--- config.mk ---
export PLATFORM = sky130hd
export DESIGN_NAME = rgmii_pll_ctrl
export DESIGN_NICKNAME = d
export VERILOG_FILES = /design/src/rtl/rgmii_pll_ctrl.sv
export SDC_FILE = /design/constraint.sdc
export NUM_CORES = 1
export LEC_CHECK = 0
export BUFFER_PORTS_ARGS = -buffer_cell sky130_fd_sc_hd__buf_4
export CAP_MARGIN = 20
export CORE_UTILIZATION = 40
export CTS_BUF_LIST = sky130_fd_sc_hd__clkbuf_4
export CTS_CLUSTER_DIAMETER = 100
export CTS_CLUSTER_SIZE = 10
export DETAILED_ROUTE_END_ITERATION = 6
export PLACE_DENSITY_LB_ADDON = 0.1
export SETUP_SLACK_MARGIN = 0.1
export SYNTH_ARGS = -nofsm -noshare
export SYNTH_HDL_FRONTEND = slang
export SYNTH_SLANG_ARGS = --single-unit
--- constraint.sdc ---
create_clock -name clkin -period 7.05 [get_ports clkin]
set_clock_uncertainty 0.2 [all_clocks]
set_input_delay 1.41 -clock clkin [delete_from_list [all_inputs] [get_ports clkin]]
set_output_delay 1.41 -clock clkin [all_outputs]
set_load 0.01 [all_outputs]
--- src/rtl/rgmii_pll_ctrl.sv ---
// RGMII PLL lock/reset sequencer with runtime ODIV0 reconfiguration.
// Optional RUN-state lock monitor: define PLL_CTRL_LOCK_MON_EN.
module rgmii_pll_ctrl #(
  parameter int unsigned RST_CYCLES    = 16,
  parameter int unsigned LOCK_TIMEOUT  = 4096,
  parameter int unsigned STABLE_CYCLES = 64,
  parameter int unsigned GATE_CYCLES   = 4,
  parameter int unsigned RETRY_MAX     = 3,
  parameter logic [6:0]  DIV_DEFAULT   = 7'd7
) (
  input  logic       clkin,
  input  logic       rst,
  input  logic       pll_lock,
  output logic       pll_reset,
  output logic       enclk0,
  output logic [6:0] odsel0,
  input  logic       cfg_valid,
  input  logic [6:0] cfg_div,
  output logic       cfg_ready,
  output logic       cfg_done,
  output logic       cfg_err,
  output logic       clk_ready,
  output logic       pll_fail,
  output logic [7:0] lock_loss_cnt
);

  localparam int unsigned CW =
    $clog2(LOCK_TIMEOUT + RST_CYCLES + STABLE_CYCLES + GATE_CYCLES + 1);
  localparam int unsigned RW = $clog2(RETRY_MAX + 1);

  localparam logic [CW-1:0] RST_LAST  = CW'(RST_CYCLES - 1);
  localparam logic [CW-1:0] TO_LAST   = CW'(LOCK_TIMEOUT - 1);
  localparam logic [CW-1:0] STB_LAST  = CW'(STABLE_CYCLES - 1);
  localparam logic [CW-1:0] GATE_LAST = CW'(GATE_CYCLES - 1);
  localparam logic [CW-1:0] C_ONE     = CW'(1);
  localparam logic [RW-1:0] R_LAST    = RW'(RETRY_MAX - 1);
  localparam logic [RW-1:0] R_ONE     = RW'(1);

  typedef enum logic [2:0] {
    RST_HOLD, WAIT_LOCK, STABLE, RUN, GATE, FAULT
  } state_t;

  state_t        state_q, state_d;
  logic [CW-1:0] cnt_q, cnt_d;
  logic [RW-1:0] retry_q, retry_d;
  logic [6:0]    div_q, div_d;
  logic [6:0]    odsel_q, odsel_d;
  logic          pend_q, pend_d;
  logic          done_q, done_d;
  logic          err_q, err_d;
  logic          prst_q, run_q, rdy_q, fail_q;
  logic          lock_s1_q, lock_s_q;
  logic          accept, lock_lost;

`ifdef PLL_CTRL_LOCK_MON_EN
  logic [7:0]    llc_q, llc_d;
  assign lock_lost     = ~lock_s_q;
  assign lock_loss_cnt = llc_q;
`else
  assign lock_lost     = 1'b0;
  assign lock_loss_cnt = 8'd0;
`endif

  assign accept = cfg_valid & rdy_q;

  always_comb begin
    state_d = state_q;
    cnt_d   = cnt_q + C_ONE;
    retry_d = retry_q;
    div_d   = div_q;
    odsel_d = odsel_q;
    pend_d  = pend_q;
    done_d  = 1'b0;
    err_d   = 1'b0;
`ifdef PLL_CTRL_LOCK_MON_EN
    llc_d   = llc_q;
`endif
    unique case (state_q)
      RST_HOLD: begin
        if (cnt_q == RST_LAST) state_d = WAIT_LOCK;
      end
      WAIT_LOCK: begin
        if (lock_s_q) begin
          state_d = STABLE;
        end else if (cnt_q == TO_LAST) begin
          retry_d = retry_q + R_ONE;
          state_d = (retry_q == R_LAST) ? FAULT : RST_HOLD;
        end
      end
      STABLE: begin
        if (!lock_s_q) begin
          state_d = WAIT_LOCK;
        end else if (cnt_q == STB_LAST) begin
          state_d = RUN;
          retry_d = '0;
        end
      end
      RUN: begin
        cnt_d = '0;
        // lock loss takes priority over a concurrent request
        if (lock_lost) begin
          state_d = RST_HOLD;
          retry_d = '0;
`ifdef PLL_CTRL_LOCK_MON_EN
          if (llc_q != 8'hff) llc_d = llc_q + 8'd1;
`endif
        end else if (accept) begin
          if (cfg_div == 7'd0) begin
            done_d = 1'b1;
            err_d  = 1'b1;
          end else begin
            div_d   = cfg_div;
            state_d = GATE;
          end
        end
      end
      GATE: begin
        if (cnt_q == GATE_LAST) begin
          odsel_d = div_q;
          pend_d  = 1'b1;
          state_d = RST_HOLD;
        end
      end
      FAULT: begin
        cnt_d = '0;
        if (accept) begin
          if (cfg_div == 7'd0) begin
            done_d = 1'b1;
            err_d  = 1'b1;
          end else begin
            div_d   = cfg_div;
            odsel_d = cfg_div;
            pend_d  = 1'b1;
            retry_d = '0;
            state_d = RST_HOLD;
          end
        end
      end
      default: state_d = RST_HOLD;
    endcase
    if (state_d != state_q) cnt_d = '0;
    if (pend_q && state_d != state_q) begin
      if (state_d == RUN) begin
        done_d = 1'b1;
        pend_d = 1'b0;
      end else if (state_d == FAULT) begin
        done_d = 1'b1;
        err_d  = 1'b1;
        pend_d = 1'b0;
      end
    end
  end

  always_ff @(posedge clkin or posedge rst) begin
    if (rst) begin
      state_q   <= RST_HOLD;
      cnt_q     <= '0;
      retry_q   <= '0;
      div_q     <= DIV_DEFAULT;
      odsel_q   <= DIV_DEFAULT;
      pend_q    <= 1'b0;
      done_q    <= 1'b0;
      err_q     <= 1'b0;
      prst_q    <= 1'b1;
      run_q     <= 1'b0;
      rdy_q     <= 1'b0;
      fail_q    <= 1'b0;
      lock_s1_q <= 1'b0;
      lock_s_q  <= 1'b0;
`ifdef PLL_CTRL_LOCK_MON_EN
      llc_q     <= 8'd0;
`endif
    end else begin
      state_q   <= state_d;
      cnt_q     <= cnt_d;
      retry_q   <= retry_d;
      div_q     <= div_d;
      odsel_q   <= odsel_d;
      pend_q    <= pend_d;
      done_q    <= done_d;
      err_q     <= err_d;
      prst_q    <= (state_d == RST_HOLD) || (state_d == FAULT);
      run_q     <= (state_d == RUN);
      rdy_q     <= (state_d == RUN) || (state_d == FAULT);
      fail_q    <= (state_d == FAULT);
      lock_s1_q <= pll_lock;
      lock_s_q  <= lock_s1_q;
`ifdef PLL_CTRL_LOCK_MON_EN
      llc_q     <= llc_d;
`endif
    end
  end

  assign pll_reset = prst_q;
  assign enclk0    = run_q;
  assign clk_ready = run_q;
  assign odsel0    = odsel_q;
  assign cfg_ready = rdy_q;
  assign cfg_done  = done_q;
  assign cfg_err   = err_q;
  assign pll_fail  = fail_q;

endmodule

== Word-level counts from Yosys, hierarchy flattened ==
Index checks and enable logic that the tools add are counted.

* Add/sub/neg operators: 2
* Equality and inequality tests: 20
* Multiplexer cells: 40
* Bitwise operators: 2
* Reduce and logical (&&, ||, !) cells: 12

{| class="wikitable"
|+ Operator list
! operator !! number
|-
| $mux 3 || 11
|-
| $mux 13 || 2
|-
| $mux 7 || 3
|-
| $pmux 3 s6 || 1
|-
| $mux 1 || 14
|-
| $ne 2x2->1 const B || 7
|-
| $pmux 7 s2 || 1
|-
| $add 13x1->13 const B || 1
|-
| $eq 13x12->1 const B || 1
|-
| $eq 13x2->1 const B || 1
|-
| $eq 13x4->1 const B || 1
|-
| $eq 13x6->1 const B || 1
|-
| $mux 2 || 6
|-
| $eq 3x2->1 const B || 3
|-
| $eq 3x3->1 const B || 3
|-
| $logic_not 7->1 || 1
|-
| $reduce_and 7->1 || 1
|-
| $logic_not 3->1 || 2
|-
| $pmux 2 s3 || 1
|-
| $reduce_and 4->1 || 1
|-
| $eq 3x1->1 const B || 1
|-
| $ne 3x3->1 || 1
|-
| $reduce_and 3->1 || 1
|-
| $reduce_bool 3->1 || 1
|-
| 9 further kinds || 10
|}

* Register bits after elaboration: 41
* Input port bits: 11
* Output and inout port bits: 22
* Logic and storage cells: 90

== Longest topological paths before layout ==
Gate-level depths: netlist of the first run.

* Depth in word-level cells: 9
* Mapped depth: 8
* Gate-level depth less buffers: 7

== Worst setup path after synthesis of the first run ==
Ideal clock, no wire load.

* Path type: input port to flip-flop
* Start point: in cfg_div[4]
* End point: reg cnt_q[6]
* Arrival: 2,874 ps
* Path slack: 3,907 ps
* Cell stages on the path: 7
* Cells stage by stage: nor4_2 a21oi_2 a211oi_2 nor3_4 mux2_4 buf_12 nor2_4

* Word-level cells in the longest chain between the ends: 6
* Elaborated cells on any way between the ends: 8
* Those cells by class: eq/ne: 1; mux: 6; reduce/logical: 1

{| class="wikitable"
|+ RTL lines
! what !! line !! RTL
|-
| start, declared || 18 || <nowiki>input logic [6:0] cfg_div,</nowiki>
|-
| $logic_not 7->1 * || 108, 127 ||
|-
| $mux 3 (on tied branches) || 127, 108 ||
|-
| $mux 3 (on tied branches) || 126, 107 ||
|-
| $pmux 3 s6 * || 78 || <nowiki>unique case (state_q)</nowiki>
|-
| $ne 3x3->1 * || 141 || <nowiki>if (state_d != state_q) cnt_d = '0;</nowiki>
|-
| $mux 13 * || 141 ||
|-
| net cnt_d[6] || 44 || <nowiki>logic [CW-1:0] cnt_q, cnt_d;</nowiki>
|-
| end signal, assigned || 175 || <nowiki>cnt_q <= cnt_d;</nowiki>
|-
| end, declared || 44 ||
|}

Mark *: on every way through the listed nets, which the timed path passes. The rest lies on a longest branch.
A chain may end at the register's enable or synchronous reset.

== Worst setup path after layout of the first run ==
* Start point: in cfg_div[4]
* End point: reg cnt_q[1]

Same word-level chain as after synthesis.

==> run_results.csv, run 1 <==
group,metric,value,unit
clocking,clk-insertion-delay-late,0.35,ns
yosys,synthAdderAreaFrac,1.15,%
job,cap_viol_max_count,0,
final_layout,most_frequent_standard_cell_in_the_layout_excluding_fill_and_tap_cells,"dfrtp_1",
global_route,grt_pass1_vias,1481,
routing,1st_pass_router_iterations,4,
yosys,largest_family_of_logic_cells_by_synthesized_area,"simple AND/OR/NAND/NOR gates",
yosys,avgSynthCellArea,10.8,µm²
final_layout,area_growth_from_synthesis_to_layout,11.1,%
critical_path,critical_path.startpoint_type,"input port",
yosys,synthDistinctLibCells,50,
routing,drt_iter0_markers,89,
place,buffer_ports.inserted,24,
floorplanning,initial_core_utilization,42.2,%
clocking,h-tree-depth,2,
yosys,postSynth.asyncResetShare,100,%
yosys,synth_seq_cells,41,
timing,worst-slew-pin-transition,0.972,ns
clocking,postCtsSetupBuffers,0,
timing,finalSetupViolCount,0,
place,post-dp-hpwl,2.91,mm
yosys,synth-main-ff-cell,"dfrtp_1",
critical_path,worst-endpoint-required,7.14,ns
clocking,path_clk_slew,0.12,ns
pwr,max-vdd-ir-drop,140,µV
yosys,mappedNetlistArea,2180,µm²
timing,max_clock_freq,322,MHz
yosys,synthXorXnorAreaFrac,4.41,%
global_route,grt_antenna_before_repair,0,
yosys,syn_inst,202,
timing,timing.final.max_slew_violations,0,
place,routabilityCongestion,0.848,
place,detailed_place.area,2380,µm²
yosys,edff_count_synth,0,
global_route,grt_start_max_net_pins,42,
pwr,p_total,673,µW
final_layout,nNetsFinal,239,
timing,timing_hold_violations_final,0,
clocking,clock_tree.buffer_depth,2,
worst_hold_path,min_path_type,"register to register",
yosys,yosys.area_share.simple,23.2,%
yosys,synth-seq-area-share,47.4,%
routing,via_per_inst,5.03,
floorplanning,floorplan.rows,26,
floorplanning,die_height,75.9,µm
routing,wl_per_cell,13.3,µm
outcome,run_status,"completed",
clocking,clk_root_buffer_cell,"clkbuf_4",
routing,drtAntennaViolNets,0,
clocking,hold_fix_buffer_count_after_cts,0,
timing,holdWs,0.160,ns
timing,unrepaired_setup_endpoints_after_global_routing,"false",
routing,detailroute.via_count,1494,
critical_path,path_class,"input port to register",
yosys,ys.warnings.count,0,
final_layout,commonest_cells_after_routing_fill_and_taps_aside,"dfrtp_1 (34), buf_4 (25), nor2_1 (23), nand2_1 (11), a21oi_1 (10)",
floorplanning,floorplan.die_area,5760,µm²
final_layout,area_of_all_placed_cells_without_fillers,2430,µm²
critical_path,worst_ep_arrival_time,3.19,ns
floorplanning,core_area,5170,µm²
timing,finalWorstPathRequiredPeriod,3.10,ns
floorplanning,fp.dieW,75.9,µm
routing,drcViolationCount,0,
timing,post-route-period-util,44.0,%
global_route,track_usage,15.1,%
global_route,global_route_wire_length_before_repair,6.97,mm
yosys,synth_compound_gate_area_share,9.79,%
final_layout,antenna_cells,0,
global_route,grt_overflow,0,
yosys,synth.area.mux_share,8.02,%
routing,routed_wirelength,3.95,mm
clocking,tritoncts_clock_tree,"done",
floorplanning,i_o_pin_count,33,
timing,timing.max_slew.rel_slack,34.9,%
pwr,p_leak,1.11,nW
final_layout,fraction_of_layout_cells_with_a_size_suffix_above_1,30.8,%
clocking,clock_sinks,41,
timing,totalNegativeSetupSlack,0,ns
clocking,clock_buffer_count_from_cts,5,
critical_path,critPathMaxFanout,13,
final_layout,layout.filler_cells,476,
critical_path,timing.critical_path.to_type,"register",
pwr,pwr_density_cell,278,nW/µm²
clocking,post_cts_resized,0,
## flip-flops by register name, summed over array words and instances (netlist names)
signal / flops
retry_q: 2
cfg_done: 1
odsel0: 7
lock_s1_q: 1
cfg_ready: 1
pend_q: 1
cnt_q: 13
clk_ready: 1
lock_s_q: 1
cfg_err: 1
pll_fail: 1
pll_reset: 1
state_q: 3
div_q: 7
## layout make-up
class | instances | area (µm²) | area share, %
clock buffer | 5 | 37.5 | 1.55
sequential | 41 | 1030 | 42.7
inverter | 5 | 18.8 | 0.774
tap | 70 | 87.6 | 3.61
clock inverter | 3 | 12.5 | 0.516
timing repair buffer | 25 | 188 | 7.74
multi-input combinational | 148 | 1050 | 43.2
## cell usage after synthesis (2+ instances only)
library cell	number	area [µm²]
nand4_1	2	12.5
nor2b_1	2	12.5
nand2b_1	6	37.5
nor2_1	23	86.3
mux2_2	8	90.1
o21ai_0	3	15.0
a31o_2	2	17.5
buf_2	3	15.0
xnor2_1	5	43.8
o22ai_1	2	12.5
a211oi_2	2	25.0
dfstp_2	7	184
clkbuf_1	2	7.51
nand2_1	11	41.3
nand3_1	9	45.0
a21oi_2	2	17.5
and3_1	2	12.5
nor4_2	2	25.0
nor2_4	9	101
nor3_1	4	20.0
ha_1	2	25.0
xor2_1	6	52.6
a21oi_1	10	50.1
dfrtp_1	34	851
buf_4	9	67.6
mux2i_1	7	70.1
inv_1	5	18.8
## layer usage
metal,share of wire (%),track usage [%],up-vias
met1,49,21.0,728
li1,-,-,729
met5,0,0,-
met3,3.4,4.22,7
met4,1.4,5.38,0
met2,46,22.4,30
## critical path, cell delays in order
cell and delay (ns):
buf_4 0.12, nor4_2 0.39, a21oi_2 0.21, a211oi_2 0.34
nor3_4 0.11, mux2_4 0.45, nor2b_1 0.15
## final timing paths
kind | depth (start not counted) | startpoint | slack (ns) | end
worst max-delay path | 7 | cfg_div[4] | 3.95 | cnt_q[1]
worst min-delay path | 0 | lock_s1_q | 0.16 | lock_s_q
worst max register to register | 6 | state_q[0] | 4.32 | odsel0[3]
worst min register to register | 0 | lock_s1_q | 0.16 | lock_s_q
max in group asynchronous | 3 | rst | 5.29 | pll_reset
min in group asynchronous | 3 | rst | 0.97 | cnt_q[1]
## cells by family after synthesis
kind of cell	after synthesis
flops	41
other cells	1
mux	16
fa+ha+maj	2
compound gates	30
buf+inv	20
simple gates	81
xor+xnor	11
## report_power, final
group,switching [mW],internal [mW]
clock network,0.0749,0.0361
registers,0.0426,0.284
logic,0.136,0.0992
total,0.254,0.420
## per-stage QoR
step / utilization, % / instances / setup WS [ns]
floorplan: - / 209 / 3.91
global placement: 45.9 / 289 / 3.64
detailed placement: 45.9 / 289 / 3.58
CTS: 46.9 / 297 / 3.95
global route: 46.9 / 297 / 3.78
finish: 46.9 / 297 / 3.95
No activity file was read; power rests on OpenSTA's default activity.
==> run 2: changes to the inputs <==
- ABC_AREA: not set -> 1
- clock period: 7.05 -> 2.55 ns (I/O delays scaled with it)
==> run 2 against run 1 <==
- power rose to 2.9 times the previous value
- register-to-register slack got worse by 4.0 ns
- non-clock buffer count up 3
- area after synthesis rose by 2.9%
- synthesized cell count is 41% higher
- via count rose by 21%
- critical path depth is 6 higher
- critical endpoint is now cnt_q[12]
- largest power group unchanged
- highest routed layer unchanged
==> run_results.csv, run 2 <==
group,metric,value,unit
critical_path,critical_path.reg2reg.startpoint,"state_q[0]",
clocking,postCtsSetupBuffers,0,
routing,routed_wirelength,4.23,mm
critical_path,worst_ep_arrival_time,2.26,ns
yosys,ys_top_cells_by_count,"nand2_1 (70), nor2_1 (40), dfrtp_1 (34)",
final_layout,nNetsFinal,326,
clocking,path_clk_slew,0.13,ns
yosys,synth-seq-area-share,46.0,%
critical_path,timing.critical_path.to_type,"register",
timing,finalSetupViolCount,0,
routing,drtAntennaViolNets,0,
timing,finalWorstPathRequiredPeriod,2.22,ns
timing,totalNegativeSetupSlack,0,ns
final_layout,largest_register_ff_count,13,
critical_path,worst_r2r_endpoint,"cnt_q[12]",
place,post-dp-hpwl,3.26,mm
floorplanning,floorplan.die_area,5920,µm²
yosys,synthAdderAreaFrac,1.11,%
yosys,yosysTopAreaCell,"dfrtp_1",
place,routabilityCongestion,0.867,
pwr,power_frac_seq,44.9,%
routing,via_per_inst,4.71,
worst_hold_path,worst_hold_path.num_cells,1,
final_layout,area_growth_from_synthesis_to_layout,13.5,%
place,buffer_ports.inserted,24,
global_route,grt_start_max_net_pins,42,
yosys,mappedNetlistArea,2250,µm²
yosys,synth-main-ff-cell,"dfrtp_1",
global_route,grt_overflow,0,
yosys,synthDistinctLibCells,35,
final_layout,area_of_all_placed_cells_without_fillers,2550,µm²
timing,timing.max_slew.rel_slack,64.8,%
routing,drcViolationCount,0,
clocking,clk-insertion-delay-late,0.35,ns
job,cap_viol_max_count,0,
floorplanning,initial_core_utilization,42.6,%
yosys,syn_inst,285,
floorplanning,floorplan.rows,26,
timing,max_clock_freq,450,MHz
global_route,grt_antenna_before_repair,0,
clocking,hold_fix_buffer_count_after_cts,0,
critical_path,critPathMaxFanout,12,
yosys,synth_compound_gate_area_share,7.41,%
pwr,pwr_density_cell,765,nW/µm²
clocking,clock_buffer_count_from_cts,5,
yosys,synth.area.mux_share,0,%
worst_hold_path,min_path_type,"input port to register",
clocking,clock_tree.buffer_depth,2,
routing,wl_per_cell,11.0,µm
pwr,max-vdd-ir-drop,330,µV
pwr,p_total,1.95,mW
pwr,p_leak,1.29,nW
global_route,track_usage,16.2,%
yosys,synth.most_common_cell,"nand2_1",
global_route,grt_pass1_vias,1722,
pwr,p_clk_share,21.7,%
yosys,postSynth.asyncResetShare,100,%
yosys,edff_count_synth,0,
routing,1st_pass_router_iterations,4,
clocking,h-tree-depth,2,
place,post-place-ws,0.314,ns
final_layout,largest_register,"cnt_q",
clocking,clk_root_buffer_cell,"clkbuf_4",
pwr,switching_share,35.3,%
timing,timing_hold_violations_final,0,
timing,fin_ws,0.327,ns
final_layout,most_frequent_standard_cell_in_the_layout_excluding_fill_and_tap_cells,"nand2_1",
yosys,synthTopCellsByArea,"dfrtp_1 (38%), nand2_1 (12%), dfstp_2 (8.2%), nor2_1 (6.7%), inv_1 (5.3%)",
pwr,intPower,1.26,mW
clocking,tritoncts_clock_tree,"done",
pwr,power_frac_comb,33.4,%
floorplanning,die_height,77.0,µm
timing,unrepaired_setup_endpoints_after_global_routing,"false",
place,detailed_place.area,2470,µm²
worst_hold_path,timing.hold.worst_endpoint,"lock_s1_q",
clocking,clock_sinks,41,
critical_path,worst-endpoint-required,2.58,ns
critical_path,critical_path.startpoint_type,"register",
outcome,run_status,"completed",
final_layout,fraction_of_layout_cells_with_a_size_suffix_above_1,21.7,%
floorplanning,i_o_pin_count,33,
critical_path,r2r.worst_path.cells,13,
pwr,switching_power,688,µW
timing,worst-slew-pin-transition,0.528,ns
yosys,largest_family_of_logic_cells_by_synthesized_area,"simple AND/OR/NAND/NOR gates",
yosys,avgSynthCellArea,7.88,µm²
yosys,synth_seq_cells,41,
worst_hold_path,hold_path_startpoint,"pll_lock",
yosys,synthXorXnorAreaFrac,2.73,%
floorplanning,fp.dieW,77.0,µm
routing,detailroute.via_count,1808,
timing,timing.final.max_slew_violations,0,
yosys,yosys.area_share.simple,32.1,%
final_layout,layout.filler_cells,552,
critical_path,path_class,"register to register",
timing,post-route-period-util,87.2,%
routing,drt_iter0_markers,85,
final_layout,antenna_cells,0,
global_route,global_route_wire_length_before_repair,7.62,mm
critical_path,r2r_setup_slack,0.33,ns
floorplanning,core_area,5270,µm²
yosys,ys.warnings.count,0,
final_layout,commonest_cells_after_routing_fill_and_taps_aside,"nand2_1 (70), nor2_1 (40), dfrtp_1 (34), inv_1 (32), buf_4 (28)",
yosys,synth_top_cell_area_share,37.9,%
run 2: cell types whose count changed after synthesis, moves of 4 or more:
cell / previous run / this run
mux2i_1: 7 / 0
a31oi_1: 1 / 8
nand3_1: 9 / 19
nor2_1: 23 / 40
inv_1: 5 / 32
nand2_1: 11 / 70
nand2b_1: 6 / 0
nor2_4: 9 / 2
nor2_2: 1 / 13
xnor2_1: 5 / 1
mux2_2: 8 / 0
run 2: layout make-up:
type / instances / area [µm²] / area share (%)
Sequential cell: 41 / 1030 / 40.6
Clock buffer: 6 / 45.0 / 1.77
Tap cell: 70 / 87.6 / 3.43
Timing Repair Buffer: 28 / 210 / 8.24
Multi-Input combinational cell: 202 / 1010 / 39.5
Inverter: 35 / 131 / 5.15
Clock inverter: 2 / 35.0 / 1.37
run 2: cells by family after synthesis:
| kind of cell | count (synthesis) |
|---|---|
| simple gates | 158 |
| buf+inv | 49 |
| flops | 41 |
| compound gates | 27 |
| xor+xnor | 7 |
| fa+ha+maj | 2 |
| other cells | 1 |
run 2: metrics by stage:
step | std cells | util [%] | hold slack (ns)
after floorplan | 292 | - | 0.131
after global placement | 376 | 46.8 | 0.135
after detailed placement | 376 | 46.8 | 0.135
after CTS | 384 | 48.3 | 0.0563
after global routing | 384 | 48.4 | 0.0494
final | 384 | 48.4 | 0.0713
run 2: critical path: stages, from the launching register on:
cell and delay [ns]:
dfrtp_1 0.46, inv_2 0.12, nor2_2 0.05, nand2_1 0.18
nand2_1 0.12, inv_2 0.09, nor2_1 0.06, nor2_2 0.17
nand3_4 0.12, nand2_1 0.07, nand2_1 0.08, nand4_2 0.09
buf_4 0.22, nor2_1 0.06
run 2: what timing repair did:
item                                    CTS  global route
resized for setup                         0             1
hold endpoints to repair                  0             0
endpoints found under the setup margin    0             1
run 2: metal layers:
| metal | share of wire (%) | GRT usage, % | vias to the layer above |
|---|---|---|---|
| met4 | 1.1 | 4.62 | 0 |
| met2 | 43 | 25.3 | 31 |
| met1 | 52 | 22.8 | 830 |
| li1 | - | - | 941 |
| met5 | 0 | 0 | - |
| met3 | 3.7 | 3.21 | 6 |
run 2: worst max path at each step:
stage | from | end | slack [ns] | cells past startpoint
global placement | cfg_div[5] | cfg_done | 0.31 | 11
floorplan | cnt_q[0] | cnt_q[5] | 0.58 | 11
CTS | cnt_q[0] | cnt_q[12] | 0.29 | 11
global route | state_q[0] | cnt_q[12] | 0.10 | 13
finish | state_q[0] | cnt_q[12] | 0.33 | 13
detailed placement | cnt_q[0] | cnt_q[12] | 0.31 | 11
run 2: power by group through the flow:
stage	combinational [mW]	sequential, mW	clock [mW]
floorplan	0.515	0.873	0
detailed placement	0.657	0.885	0
global placement	0.653	0.889	0
finish	0.651	0.876	0.424
CTS	0.658	0.875	0.439
global route	0.741	0.894	0.471
